<file path="config.mk">
export PLATFORM = sky130hd
export DESIGN_NAME = traffic_control_flat
export DESIGN_NICKNAME = d
export VERILOG_FILES = /design/src/rtl/traffic_control_if.sv /design/src/rtl/traffic_control.sv /design/src/flat_wrapper.sv
export SDC_FILE = /design/constraint.sdc
export NUM_CORES = 1
export LEC_CHECK = 0
export BUFFER_PORTS_ARGS = -buffer_cell sky130_fd_sc_hd__buf_2
export CORE_UTILIZATION = 54
export DETAILED_ROUTE_END_ITERATION = 16
export PLACE_DENSITY = 0.89
export SYNTH_ARGS = -nofsm -noshare
export SYNTH_HDL_FRONTEND = slang
export SYNTH_SLANG_ARGS = --single-unit
</file>
<file path="constraint.sdc">
create_clock -name clk -period 3.5 [get_ports clk]
set_clock_uncertainty 0.15 [all_clocks]
set_input_delay 0.7 -clock clk [delete_from_list [all_inputs] [get_ports clk]]
set_output_delay 0.7 -clock clk [all_outputs]
set_load 0.01 [all_outputs]
</file>
<file path="src/rtl/traffic_control_if.sv">
// Crossroad controller bus: mode select in, lamp drives and countdown out.
//   cases    : mode select (0 normal, 1 A priority, 2 B priority, 3 all red, 4-7 as 0)
//   A_lights : road A lamps, one-hot {red, yellow, green}
//   B_lights : road B lamps, same encoding
//   num_out  : remaining ticks in the current timed state, 0 in hold states
interface traffic_control_if;
    logic [2:0] cases;
    logic [2:0] A_lights;
    logic [2:0] B_lights;
    logic [3:0] num_out;

    modport master (
        output cases,
        input  A_lights,
        input  B_lights,
        input  num_out
    );

    modport slave (
        input  cases,
        output A_lights,
        output B_lights,
        output num_out
    );
endinterface

</file>
<file path="src/rtl/traffic_control.sv">
// Two-road crossroad light controller: fixed green/yellow cycle with a
// countdown display and A-priority, B-priority and all-red override modes.
// Ports:
//   clk   : system clock, one clock = one countdown tick
//   rst_a : asynchronous active-low reset (A green, count 9)
//   bus   : traffic_control_if slave (cases in; A_lights, B_lights, num_out out)
module traffic_control (
    input  logic               clk,
    input  logic               rst_a,
    traffic_control_if.slave   bus
);
    localparam int unsigned CNT_W = 4;
    localparam logic [CNT_W-1:0] GRN_LOAD = CNT_W'(9);
    localparam logic [CNT_W-1:0] YEL_LOAD = CNT_W'(2);

    localparam logic [2:0] RED = 3'b100;
    localparam logic [2:0] YEL = 3'b010;
    localparam logic [2:0] GRN = 3'b001;

    typedef enum logic [2:0] {
        A_GRN   = 3'd0,
        A_YEL   = 3'd1,
        B_GRN   = 3'd2,
        B_YEL   = 3'd3,
        A_HOLD  = 3'd4,
        B_HOLD  = 3'd5,
        ALL_RED = 3'd6
    } state_t;

    state_t           state, state_nxt;
    logic [CNT_W-1:0] count, count_nxt;
    logic [1:0]       mode;
    logic             expired;
    logic [5:0]       lamps_nxt;

    // Lamp decode {A, B} for a given state.
    function automatic logic [5:0] lamps(input state_t s);
        case (s)
            A_GRN, A_HOLD: lamps = {GRN, RED};
            A_YEL:         lamps = {YEL, RED};
            B_GRN, B_HOLD: lamps = {RED, GRN};
            B_YEL:         lamps = {RED, YEL};
            default:       lamps = {RED, RED};
        endcase
    endfunction

    // Next-state and count logic.
    always_comb begin
        state_nxt = state;
        count_nxt = count;
        mode      = bus.cases[2] ? 2'd0 : bus.cases[1:0];
        expired   = (count == CNT_W'(0));

        case (mode)
            2'd1: begin
                case (state)
                    A_GRN, A_YEL, ALL_RED: state_nxt = A_HOLD;
                    B_GRN, B_HOLD:         state_nxt = B_YEL;
                    B_YEL:                 if (expired) state_nxt = A_HOLD;
                    default:               state_nxt = state;
                endcase
            end
            2'd2: begin
                case (state)
                    B_GRN, B_YEL, ALL_RED: state_nxt = B_HOLD;
                    A_GRN, A_HOLD:         state_nxt = A_YEL;
                    A_YEL:                 if (expired) state_nxt = B_HOLD;
                    default:               state_nxt = state;
                endcase
            end
            2'd3: begin
                case (state)
                    A_GRN, A_HOLD: state_nxt = A_YEL;
                    B_GRN, B_HOLD: state_nxt = B_YEL;
                    A_YEL, B_YEL:  if (expired) state_nxt = ALL_RED;
                    default:       state_nxt = state;
                endcase
            end
            default: begin
                case (state)
                    A_GRN:           if (expired) state_nxt = A_YEL;
                    A_YEL:           if (expired) state_nxt = B_GRN;
                    B_GRN:           if (expired) state_nxt = B_YEL;
                    B_YEL:           if (expired) state_nxt = A_GRN;
                    B_HOLD:          state_nxt = B_GRN;
                    A_HOLD, ALL_RED: state_nxt = A_GRN;
                    default:         state_nxt = A_GRN;
                endcase
            end
        endcase

        // Any state entry reloads; staying in a timed state counts down.
        // Every timed state leaves on expiry, so the decrement never wraps.
        if (state_nxt != state) begin
            case (state_nxt)
                A_GRN, B_GRN: count_nxt = GRN_LOAD;
                A_YEL, B_YEL: count_nxt = YEL_LOAD;
                default:      count_nxt = CNT_W'(0);
            endcase
        end else if (state == A_GRN || state == A_YEL ||
                     state == B_GRN || state == B_YEL) begin
            count_nxt = count - CNT_W'(1);
        end

        lamps_nxt = lamps(state_nxt);
    end

    // State, count and lamp registers; lamps track the registered state.
    always_ff @(posedge clk or negedge rst_a) begin
        if (!rst_a) begin
            state        <= A_GRN;
            count        <= GRN_LOAD;
            bus.A_lights <= GRN;
            bus.B_lights <= RED;
        end else begin
            state        <= state_nxt;
            count        <= count_nxt;
            bus.A_lights <= lamps_nxt[5:3];
            bus.B_lights <= lamps_nxt[2:0];
        end
    end

    assign bus.num_out = count;

endmodule

</file>
<file path="src/flat_wrapper.sv">
// flat-port wrapper written by rule: the top's interface ports become plain ports
module traffic_control_flat 
  (clk, rst_a, bus_cases, bus_A_lights, bus_B_lights, bus_num_out);
  traffic_control_if bus_i ();
  input  logic clk;
  input  logic rst_a;
  input wire logic [$bits(bus_i.cases)-1:0] bus_cases;
  output wire logic [$bits(bus_i.A_lights)-1:0] bus_A_lights;
  output wire logic [$bits(bus_i.B_lights)-1:0] bus_B_lights;
  output wire logic [$bits(bus_i.num_out)-1:0] bus_num_out;
  assign bus_i.cases = bus_cases;
  assign bus_A_lights = bus_i.A_lights;
  assign bus_B_lights = bus_i.B_lights;
  assign bus_num_out = bus_i.num_out;
  traffic_control u_core (.clk(clk), .rst_a(rst_a), .bus(bus_i));
endmodule
</file>
Yosys cells after proc, flatten, opt, wreduce, memory -nomap -nowiden
Index checks and enable logic that the tools add are counted.
Storage, ports and cells
  register bits: 13
  bits of input ports: 5
  output and inout bits: 10
  logic and storage cells: 53
Cells by class
  add/sub/neg operators: 1
  equal/unequal tests: 15
  multiplexer cells: 17
  reductions and logical operators: 16
Operators with widths (number)
  $pmux 3 s3: 4
  $pmux 6 s4: 1
  $mux 3: 7
  $eq 3x3->1 const B: 5
  $pmux 3 s5: 1
  $reduce_or 2->1: 7
  $eq 3x2->1 const B: 4
  $mux 4: 2
  $pmux 4 s2: 1
  $eq 3x1->1 const B: 2
  $logic_not 3->1: 2
  $reduce_or 3->1: 2
  $eq 2x2->1 const B: 2
  $logic_not 4->1: 1
  $sub 4x1->4 const B: 1
  $logic_or 1x1->1: 3
  $ne 3x3->1: 1
  $eq 2x1->1 const B: 1
  $mux 2: 1
  $reduce_bool 2->1: 1

Depth between registers and ports, before layout
  depth in word-level cells: 8
  gate-level depth with buffers: 9

Worst setup path after synthesis
Ideal clock, no wire load.
  path kind: register -> register
  start point: reg u_core.count[0] (netlist: u_core.bus.num_out[0])
  end point: reg u_core.count[1] (netlist: u_core.bus.num_out[1])
  library setup time: 0.124 ns
  data arrival time: 2.279 ns
  required time: 3.226 ns
  path slack: 0.947 ns
  stages on the path, launching flop included: 9
  path buffers: 0
  period minus slack after synthesis: 2.553 ns
  path through: dfstp_2 inv_1 ha_1 nor3b_4 and3_1 o32ai_1 a221oi_2 or2_1 a211o_1
Between the ends
  cells in the longest elaborated chain, start to end: 8
  elaborated cells between the ends (all ways): 25
  classes of those cells: add/sub (1); eq/ne (4); mux (15); reduce/logical (5)
RTL lines
  start, declared: line traffic_control.sv:31  | logic [CNT_W-1:0] count, count_nxt;
  start signal, assigned: line traffic_control.sv:117  | count <= count_nxt;
  $logic_not 4->1: line traffic_control.sv:52  | expired = (count == CNT_W'(0));
  $mux 3, or another cell as far along: line traffic_control.sv:84  | B_YEL: if (expired) state_nxt = A_GRN;
  $pmux 3 s5, or another cell as far along: line traffic_control.sv:80  | case (state)
  $pmux 3 s3: line traffic_control.sv:54  | case (mode)
  $eq 3x1->1, or another cell as far along: line traffic_control.sv:95  | case (state_nxt)
  $reduce_or 2->1: line traffic_control.sv:95
  $pmux 4 s2: line traffic_control.sv:95
  $mux 4: line traffic_control.sv:94  | if (state_nxt != state) begin
Several ways; a longest one is shown, not always the timed one. The select of a mux whose other input is x is not followed.
A chain may end at the register's enable or synchronous reset.

Worst setup path after layout
Ends and elaborated chain as after synthesis.

==> implementation parameters <==
Parameter                              Value

Cells and area
  Most frequent cells in the layout    sky130_fd_sc_hd__buf_2, sky130_fd_sc_hd__dfrtp_1, sky130_fd_sc_hd__nor3_1
  Net count, final    124
  Final non-filler cell area    1020 um^2
  Most common library cell in the layout ignoring fill and taps    sky130_fd_sc_hd__buf_2
  Relative area change from synthesis to final layout    8.33%
  Number of filler instances in the final layout    144
  Number of antenna diodes    0
  Proportion of layout cells with a drive suffix above 1    0.222

Die
  Io pins    15
  Die outline height    43.9 um
  Die Footprint    1920 um^2
  Standard cell core area    1580 um^2
  Width of the chip    43.9 um
  Starting utilization of the core area    0.600
  Row cnt    14

Synthesis
  Register area share after synthesis    0.349
  Synthesized Nets    111
  Yosys reg bits    13
  EDFF count, synth    0
  Number of instances in the synthesized netlist    105
  Primary flip-flop cell chosen by synthesis mapping    sky130_fd_sc_hd__dfrtp_1
  Average cell area after synthesis    9.01 um^2
  Summed instance area of the synthesized netlist    946 um^2
  Synthesis Warnings    0
  FFs w/ async S/R, synth    1.00
  Count of cell types in the netlist    47

Placed design
  Cell area after placement    997 um^2
  Half-perimeter wire length after placement    1.56 mm
  IO buf count    14
  GPL Wtd Cong    0.904

Global routing
  Largest net degree at the start of global routing    18
  Initial antenna violation count    0
  Wire length of the first global-routing pass    3.62 mm
  GR Overflow Total    0
  All-layer global routing usage    0.251
  Vias in the first global route    866

CTS
  Clock insertion delay at the later pin of the skew report    0.27 ns
  Number of hold buffers added after CTS    0
  CTS sink cnt    13
  Number of resized instances in the post-cts repair step    0
  Clock transition at the registers of the reported paths    0.08 ns
  TritonCTS clock tree    done
  Clock root buffer    sky130_fd_sc_hd__clkbuf_4
  Clock Tree Buf Depth    2
  Number of buffers created by CTS    3
  Max H-tree Level    1
  Post CTS Setup Buffer Count    0

Worst setup path
  Family with the most delay on the worst path    compound AO/OA/AOI/OAI gates
  Biggest cell delay along the critical path    0.55 ns
  Bufs and invs on worst path    1
  Required time at the worst-slack endpoint    3.52 ns
  CP max stage cell    sky130_fd_sc_hd__dfstp_2
  Element type at the critical path end    flop
  Worst Path Arrival    2.80 ns
  Worst setup path startpoint    u_core.bus.num_out[0]$_DFFE_PN1P_
  Maximum fanout along the worst path    8
  Cell chain of the critical path    inv_1, ha_1, nor3b_4, and3_1, o32ai_1, a221oi_2, or2_1, a211o_1
  Setup slack, reg-to-reg    0.72 ns
  Worst Path Class, Setup    flop to flop
  Crit Reg-Reg Startpoint    u_core.bus.num_out[0]$_DFFE_PN1P_
  Critical path startpoint category    flop

STA
  Period minus WS final    2.78 ns
  Slew of the pin with the lowest slew margin    0.675 ns
  Max Fclk    359 MHz
  Worst slew slack as a fraction of its limit    0.545
  Final cycle utilization of the critical path    0.795
  Pins over their slew limit    0
  Total of endpoints with negative setup slack in the final report    0
  Setup repair after global routing missed its margin    no
  Setup TNS    0 ns
  Count of final hold-check violations    0

Min path
  Classification of the worst-slack hold path    input pin to asynchronous set/reset pin

Routing
  First drt pass iteration count    6
  Number of vias per cell    6.71
  Number of remaining DRC errors    0
  Total via count after detailed routing    893
  Avg WL per Cell    16.4 um
  Count of routing violations after the opening detailed-route iteration    16
  Sum of routed wire length over all layers    2.18 mm
  Detail Route Antenna Nets    0

Power and ir drop
  Leakage    0.446 nW
  Total net switching power    0.467 mW
  Relative contribution of sequential cells to total power    0.326
  Portion of total power attributed to the clock network    0.090
  Switching Share    0.460
  Cell Pwr Density    991 nW/um^2
  Worst vdd ir    0.538 mV
  Combinational share of power    0.584
  Internal power    0.548 mW

Flow run
  Maxcap violations    0

Outcome
  Run status    finished, final reports clean
[layout make-up]
| class | instances | area, um^2 | area share |
|---|---|---|---|
| inverters | 6 | 22.5 | 0.0220 |
| multi-input cells | 80 | 554 | 0.541 |
| clock inverters | 1 | 5.00 | 0.00488 |
| clock buffers | 3 | 22.5 | 0.0220 |
| well taps | 16 | 20.0 | 0.0195 |
| repair buffers | 14 | 70.1 | 0.0684 |
| flip-flops and latches | 13 | 330 | 0.322 |
[Yosys cell counts, drive strengths merged, types with 2 or more instances]
cell type | n | area (um^2)
a211oi | 5 | 37.5
a21o | 2 | 15.0
a21oi | 3 | 15.0
and2 | 3 | 20.0
buf | 6 | 38.8
dfrtp | 9 | 225
dfstp | 4 | 105
inv | 6 | 22.5
nand2 | 4 | 15.0
nand2b | 4 | 25.0
nand3 | 2 | 10.0
nor2 | 5 | 18.8
nor2b | 3 | 18.8
nor3 | 7 | 35.0
o21a | 2 | 15.0
o21ai | 7 | 35.0
o22ai | 2 | 12.5
o31ai | 2 | 15.0
or2 | 2 | 12.5
or3 | 2 | 12.5
xnor2 | 3 | 26.3
[logic make-up (layout without fill, tap and decap cells)]
family	Yosys count	count (layout)	synth area share
simple gates	40	40	0.255
buf+inv	12	24	0.0648
compound gates	35	35	0.279
fa+ha+maj	1	1	0.0132
mux	1	1	0.0106
xor+xnor	3	3	0.0278
flops	13	13	0.349
[state kept, by name, indices dropped and copies added, names as in the netlist]
register             cells
u_core.bus.A_lights      3
u_core.bus.B_lights      3
u_core.bus.num_out       4
u_core.state             3
[per-layer routing]
metal,vias to the layer above,track usage,routed length (um)
met2,38,0.415,1120
met4,0,0.145,48
met1,427,0.313,892
li1,419,-,-
met3,9,0.0333,123
met5,-,0,0
[path summary, 6_finish.rpt]
check | end | cells past startpoint
worst max-delay path | u_core.bus.num_out[1]$_DFFE_PN0P_ | 8
worst min-delay path | u_core.state[2]$_DFF_PN0_ | 1
worst max register to register | u_core.bus.num_out[1]$_DFFE_PN0P_ | 8
worst min register to register | u_core.bus.num_out[2]$_DFFE_PN0P_ | 2
max in group asynchronous | u_core.bus.num_out[0]$_DFFE_PN1P_ | 1
min in group clk | u_core.bus.num_out[2]$_DFFE_PN0P_ | 2
[power by group through the flow]
stage / Sequential [mW] / Combinational, mW / Clock [mW]
after floorplan: 0.317 / 0.454 / 0
after global placement: 0.326 / 0.563 / 0
after detailed placement: 0.331 / 0.587 / 0
after CTS: 0.328 / 0.589 / 0.0935
after global routing: 0.341 / 0.654 / 0.100
final: 0.331 / 0.592 / 0.0917
[metrics by stage]
step / worst slack (ns) / power (mW) / util / hold WS (ns) / cells
6_report: 0.718 / 1.02 / 0.650 / 0.141 / 133
2_1_floorplan: 0.947 / 0.771 / - / 0.254 / 105
3_3_place_gp: 0.823 / 0.889 / 0.633 / 0.439 / 129
5_1_grt: 0.573 / 1.10 / 0.650 / 0.152 / 133
4_1_cts: 0.742 / 1.01 / 0.650 / 0.147 / 133
3_5_place_dp: 0.749 / 0.918 / 0.633 / 0.448 / 129
Note: power is estimated with default switching activity, not from simulation.
